### config.mk
export PLATFORM = sky130hd
export DESIGN_NAME = ip_uart_tx
export DESIGN_NICKNAME = d
export VERILOG_FILES = /design/src/rtl/ip_uart_tx.sv
export SDC_FILE = /design/constraint.sdc
export NUM_CORES = 1
export LEC_CHECK = 0
export ABC_AREA = 1
export CAP_MARGIN = 20
export CORE_ASPECT_RATIO = 1.5
export CORE_UTILIZATION = 35
export DETAILED_ROUTE_END_ITERATION = 10
export PLACE_DENSITY = 0.61
export SYNTH_ARGS = -nofsm -noshare
export SYNTH_HDL_FRONTEND = slang
export SYNTH_SLANG_ARGS = --single-unit
### constraint.sdc
create_clock -name clk -period 2.73 [get_ports clk]
set_input_delay 0.546 -clock clk [delete_from_list [all_inputs] [get_ports clk]]
set_output_delay 0.546 -clock clk [all_outputs]
set_load 0.02 [all_outputs]
### src/rtl/ip_uart_tx.sv
// ip_uart_tx: byte-serial UART transmitter (8N1, LSB first) with a TX FIFO.
// Build option: define UART_TX_PARITY_EN for 8E1 (even parity bit after data).
//
// Ports:
//   n_reset   in   async active-low reset
//   clk       in   system clock, rising edge
//   send_data in 8 byte to queue, written when send_req && !send_busy
//   send_req  in   write request (may be held; one byte per accepting edge)
//   send_busy out  FIFO full (registered)
//   tx_empty  out  FIFO empty, FSM idle, line idle (registered)
//   uart_tx   out  serial line, idle high (registered)
module ip_uart_tx #(
    parameter int unsigned CLK_DIV         = 651,
    parameter int unsigned FIFO_DEPTH_LOG2 = 4
) (
    input  logic       n_reset,
    input  logic       clk,
    input  logic [7:0] send_data,
    input  logic       send_req,
    output logic       send_busy,
    output logic       tx_empty,
    output logic       uart_tx
);

    localparam int unsigned AW    = FIFO_DEPTH_LOG2;
    localparam int unsigned CW    = FIFO_DEPTH_LOG2 + 1;
    localparam int unsigned DEPTH = 1 << FIFO_DEPTH_LOG2;

    localparam logic [CW-1:0] CNT_FULL = CW'(DEPTH);
    localparam logic [CW-1:0] CNT_ONE  = CW'(1);
    localparam logic [AW-1:0] PTR_ONE  = AW'(1);
    localparam logic [15:0]   BAUD_RLD = 16'(CLK_DIV - 1);

    typedef enum logic [2:0] {
        S_IDLE,
        S_START,
        S_DATA,
`ifdef UART_TX_PARITY_EN
        S_PARITY,
`endif
        S_STOP
    } state_t;

    // FIFO storage and bookkeeping
    logic [7:0]    mem_q [DEPTH];
    logic [AW-1:0] wr_ptr_q;
    logic [AW-1:0] rd_ptr_q;
    logic [CW-1:0] count_q;
    logic [CW-1:0] count_d;
    logic          busy_q;
    logic          empty_q;

    // Serializer
    state_t        state_q;
    logic [15:0]   baud_q;
    logic [2:0]    bit_q;
    logic [7:0]    shift_q;
    logic          tx_q;
`ifdef UART_TX_PARITY_EN
    logic          par_q;
`endif

    logic          push;
    logic          pop;
    logic [7:0]    head;

    // busy_q mirrors count==DEPTH, so a push on a full FIFO is always
    // dropped, even when the FSM pops on the same edge.
    assign push = send_req && !busy_q;
    assign pop  = (state_q == S_IDLE) && (count_q != '0);
    assign head = mem_q[rd_ptr_q];

    always_comb begin
        count_d = count_q;
        unique case ({push, pop})
            2'b10:   count_d = count_q + CNT_ONE;
            2'b01:   count_d = count_q - CNT_ONE;
            default: count_d = count_q;
        endcase
    end

    always_ff @(posedge clk or negedge n_reset) begin
        if (!n_reset) begin
            wr_ptr_q <= '0;
            rd_ptr_q <= '0;
            count_q  <= '0;
            busy_q   <= 1'b0;
            empty_q  <= 1'b1;
            for (int i = 0; i < int'(DEPTH); i++) begin
                mem_q[i] <= 8'h00;
            end
        end else begin
            if (push) begin
                mem_q[wr_ptr_q] <= send_data;
                wr_ptr_q        <= wr_ptr_q + PTR_ONE;
            end
            if (pop) begin
                rd_ptr_q <= rd_ptr_q + PTR_ONE;
            end
            count_q <= count_d;
            busy_q  <= (count_d == CNT_FULL);
            // Uses the current FSM state, so it rises only once the
            // registered line has finished the stop bit.
            empty_q <= !push && (count_q == '0) && (state_q == S_IDLE);
        end
    end

    // Line value is registered from the current state, so uart_tx
    // trails the state by one cycle and never glitches.
    always_ff @(posedge clk or negedge n_reset) begin
        if (!n_reset) begin
            state_q <= S_IDLE;
            baud_q  <= 16'd0;
            bit_q   <= 3'd0;
            shift_q <= 8'h00;
            tx_q    <= 1'b1;
`ifdef UART_TX_PARITY_EN
            par_q   <= 1'b0;
`endif
        end else begin
            unique case (state_q)
                S_IDLE: begin
                    tx_q <= 1'b1;
                    if (pop) begin
                        shift_q <= head;
`ifdef UART_TX_PARITY_EN
                        par_q   <= ^head;
`endif
                        baud_q  <= BAUD_RLD;
                        bit_q   <= 3'd0;
                        state_q <= S_START;
                    end
                end
                S_START: begin
                    tx_q <= 1'b0;
                    if (baud_q == 16'd0) begin
                        baud_q  <= BAUD_RLD;
                        state_q <= S_DATA;
                    end else begin
                        baud_q <= baud_q - 16'd1;
                    end
                end
                S_DATA: begin
                    tx_q <= shift_q[0];
                    if (baud_q == 16'd0) begin
                        baud_q  <= BAUD_RLD;
                        shift_q <= {1'b0, shift_q[7:1]};
                        if (bit_q == 3'd7) begin
`ifdef UART_TX_PARITY_EN
                            state_q <= S_PARITY;
`else
                            state_q <= S_STOP;
`endif
                        end else begin
                            bit_q <= bit_q + 3'd1;
                        end
                    end else begin
                        baud_q <= baud_q - 16'd1;
                    end
                end
`ifdef UART_TX_PARITY_EN
                S_PARITY: begin
                    tx_q <= par_q;
                    if (baud_q == 16'd0) begin
                        baud_q  <= BAUD_RLD;
                        state_q <= S_STOP;
                    end else begin
                        baud_q <= baud_q - 16'd1;
                    end
                end
`endif
                S_STOP: begin
                    tx_q <= 1'b1;
                    if (baud_q == 16'd0) begin
                        baud_q  <= BAUD_RLD;
                        state_q <= S_IDLE;
                    end else begin
                        baud_q <= baud_q - 16'd1;
                    end
                end
                default: begin
                    tx_q    <= 1'b1;
                    state_q <= S_IDLE;
                end
            endcase
        end
    end

    assign send_busy = busy_q;
    assign tx_empty  = empty_q;
    assign uart_tx   = tx_q;

endmodule

==> reports/qor.yml <==
critical_path:
  worst_path_most_repeated_cell: "inv_1"
  end_kind: "flop"
  crit_type: "flop to flop"
  cp-startpoint: "state_q[0]"
  rr_startpoint: "state_q[0]"
  path_cells: "inv_1 -> ha_1 -> nand2_4 -> inv_1 -> ha_1 -> inv_1 -> o21ai_0 -> or2_2 -> nor2_1 -> nand3_1 -> nor2_1"
  r2r_slack_ns: 0.32
  path_buf_inv: 3
  arrival_ns: 2.77
  start_kind: "flop"
  crit_family: "simple AND/OR/NAND/NOR gates"
  reg2reg_to: "send_busy"
  rr_worst_depth: 11
  cp_slowest_cell: "dfrtp_1"
  critPathMaxFanout: 7
  crit_path_max_incr_delay_ns: 0.42
  required_ns: 3.09
pwr:
  power_density_nw_per_um2: 894
  leakage_nw: 4.19
  vdd.ir_drop.worst_mv: 0.464
  clkPwrFrac_pct: 27.2
  p_sw_w: 0.00279
  power_frac_seq_pct: 46.9
  p_int_w: 0.00578
  swShare_pct: 32.5
  combPwrFrac_pct: 25.9
yosys:
  seq_area_frac_synth_pct: 51.8
  yosys_warnings: 0
  synth-edff-count: 0
  syn-cell-area_um2: 8360
  syn_nets: 1010
  synthArstFlopShare_pct: 100
  synth.distinct_cells: 41
  synth-seq-cells: 173
  synth_cells: 983
  syn_area_per_cell_um2: 8.51
  synth_ff_type: "dfrtp_1"
route:
  drt_first_pass_iters: 5
  ant_nets: 0
  drc_errors: 0
  vias: 6692
  drt-initial-drc-count: 385
  wire_per_inst_um: 16.3
  wl_um: 21800
  viasPerCell: 5.02
layout:
  final_cell_area_um2: 9580
  final.fill_count: 2308
  n_antenna_cell: 0
  final_layout_size_suffix_gt1_share_pct: 10.7
  syn_to_final_growth_pct: 14.6
  final_util_pct: 41.3
  fin_nets: 1036
clocking:
  htreeDepth: 4
  clock_latency_ns: 0.43
  cts_tree: "yes"
  cts-resized-gates: 0
  holdBufCountCts: 0
  cts.clk_slew.worst_paths_ns: 0.06
  cts-root-buf: "clkbuf_16"
  clk_path_buf_depth: 2
  numCtsBuffers: 17
  post-cts-setup-buffers: 0
  cts.sinks: 173
place:
  dpl_cell_area_um2: 9040
  hpwl_um: 14600
  io_buffers: 13
  gp_routability_congestion: 0.824
  pre_cts_ws_ns: 0.192
timing:
  finClkSkew_ns: 0.00866
  final_hold_viol_count: 0
  slew_headroom_pct: 51.9
  min_period_ns: 2.41
  setup_tns_ns: 0
  tightest_slew_ns: 0.721
  setup_ws_ns: 0.323
  slew_violations: 0
  fin_crit_sh_pct: 88.2
  setup_viol: 0
  rsz0062_at_grt: "no"
  timing.fmax_mhz: 415
die:
  start_util_pct: 36.0
  core-area_um2: 23200
  die_area_um2: 24500
  die_w_um: 128
  fp.dieH_um: 191
  rows: 68
  ios: 14
global_route:
  overflow: 0
  grt_pass1_vias: 6776
  antenna_found_initial: 0
  grt_usage_pct: 19.2
  grt_pass1_wl_um: 35700
  grt_max_degree: 74
run_status:
  status: "finished clean"
min_path:
  worstHoldPathType: "input port to asynchronous set/reset pin"
flow_run:
  max-cap-violations: 0
-- cell usage in the layout, fill, tap and decap left out, types with 2 or more instances in the layout --
| cell | netlist | final |
|---|---|---|
| nand4_1 | 7 | 7 |
| nand2_1 | 145 | 145 |
| nor3_1 | 2 | 2 |
| nor2_2 | 14 | 14 |
| o21ai_0 | 149 | 149 |
| o221ai_1 | 4 | 4 |
| nand3_2 | 2 | 2 |
| xnor2_1 | 6 | 6 |
| nand2_2 | 4 | 4 |
| inv_2 | 6 | 6 |
| o31ai_1 | 2 | 2 |
| clkinv_2 | 0 | 2 |
| inv_1 | 83 | 83 |
| nand3_1 | 54 | 54 |
| ha_1 | 16 | 16 |
| a21oi_1 | 96 | 96 |
| dfstp_2 | 2 | 2 |
| o22ai_1 | 9 | 9 |
| buf_12 | 0 | 5 |
| xor2_1 | 13 | 13 |
| o211ai_1 | 6 | 6 |
| dfrtp_1 | 171 | 170 |
| nor3_4 | 2 | 2 |
| clkbuf_1 | 19 | 3 |
| clkbuf_16 | 0 | 17 |
| bufinv_16 | 0 | 2 |
| a22oi_1 | 2 | 2 |
| nor2_1 | 108 | 108 |
| clkinvlp_4 | 0 | 2 |
| o21ai_2 | 2 | 2 |
| buf_4 | 1 | 33 |
| clkinv_1 | 9 | 9 |
| o21ai_1 | 12 | 12 |
| clkdlybuf4s50_1 | 0 | 12 |
| nand3_4 | 3 | 3 |
-- through the flow --
step           total power, W  hold WS, ns  cells
4_1_cts               0.00864        0.165   1333
6_report              0.00857        0.141   1333
3_3_place_gp          0.00620        0.461   1305
5_1_grt               0.00919        0.205   1333
2_1_floorplan         0.00560        0.250    983
3_5_place_dp          0.00629        0.472   1305
-- cells in the mapped netlist (6+ instances only) --
master | count | area, um^2
o22ai_1 | 9 | 56.3
o21ai_1 | 12 | 60.1
nor2_2 | 14 | 87.6
o21ai_0 | 149 | 746
nand3_1 | 54 | 270
nand2_1 | 145 | 544
xnor2_1 | 6 | 52.6
a21oi_1 | 96 | 480
clkbuf_1 | 19 | 71.3
nand4_1 | 7 | 43.8
inv_1 | 83 | 312
buf_2 | 21 | 105
dfrtp_1 | 171 | 4280
ha_1 | 16 | 200
clkinv_1 | 9 | 33.8
o211ai_1 | 6 | 45.0
nor2_1 | 108 | 405
inv_2 | 6 | 22.5
xor2_1 | 13 | 114
-- state kept, by name, indices dropped and copies added, names as in the netlist --
name,cells
wr_ptr_q,4
tx_empty,1
bit_q,3
state_q,2
baud_q,16
send_busy,1
count_q,5
rd_ptr_q,4
mem_q,128
shift_q,8
uart_tx,1
-- final cells by class --
type                            instances  area [um^2]  share of cell area (%)
Sequential cell                       173         4330                    45.2
Multi-Input combinational cell        667         3460                    36.1
Timing Repair Buffer                   51          479                    5.00
Clock buffer                           21          450                    4.70
Tap cell                              315          394                    4.11
Inverter                               99          377                    3.93
Clock inverter                          7         93.8                   0.979
-- worst max path at each step --
stage	slack [ns]	depth (start not counted)	to
2_1_floorplan	0.51	11	send_busy
3_3_place_gp	0.18	13	send_busy
3_5_place_dp	0.19	13	send_busy
4_1_cts	0.30	11	send_busy
5_1_grt	0.04	11	send_busy
6_report	0.32	11	send_busy
-- kinds of logic (layout without fill, tap and decap cells) --
group           after synthesis  in the layout  synth area share (%)
fa+ha+maj                    16             16                  2.39
compound gates              284            284                  18.0
flops                       173            173                  51.8
simple gates                348            348                  19.0
xor+xnor                     19             19                  1.99
buf+inv                     143            178                  6.84
-- layer usage --
layer | GRT usage [%] | routed length (um)
met1 | 22.0 | 9010
met2 | 34.2 | 11500
met3 | 3.25 | 527
met4 | 9.32 | 763
met5 | 0 | 0
-- power by group through the flow --
stage               Combinational [W]  Sequential (W)  Clock [W]
global placement              0.00217         0.00404          0
floorplan                     0.00165         0.00395          0
detailed placement            0.00223         0.00406          0
global route                  0.00257         0.00415    0.00248
finish                        0.00222         0.00402    0.00233
CTS                           0.00224         0.00402    0.00237
No activity file was read; power rests on OpenSTA's default activity.
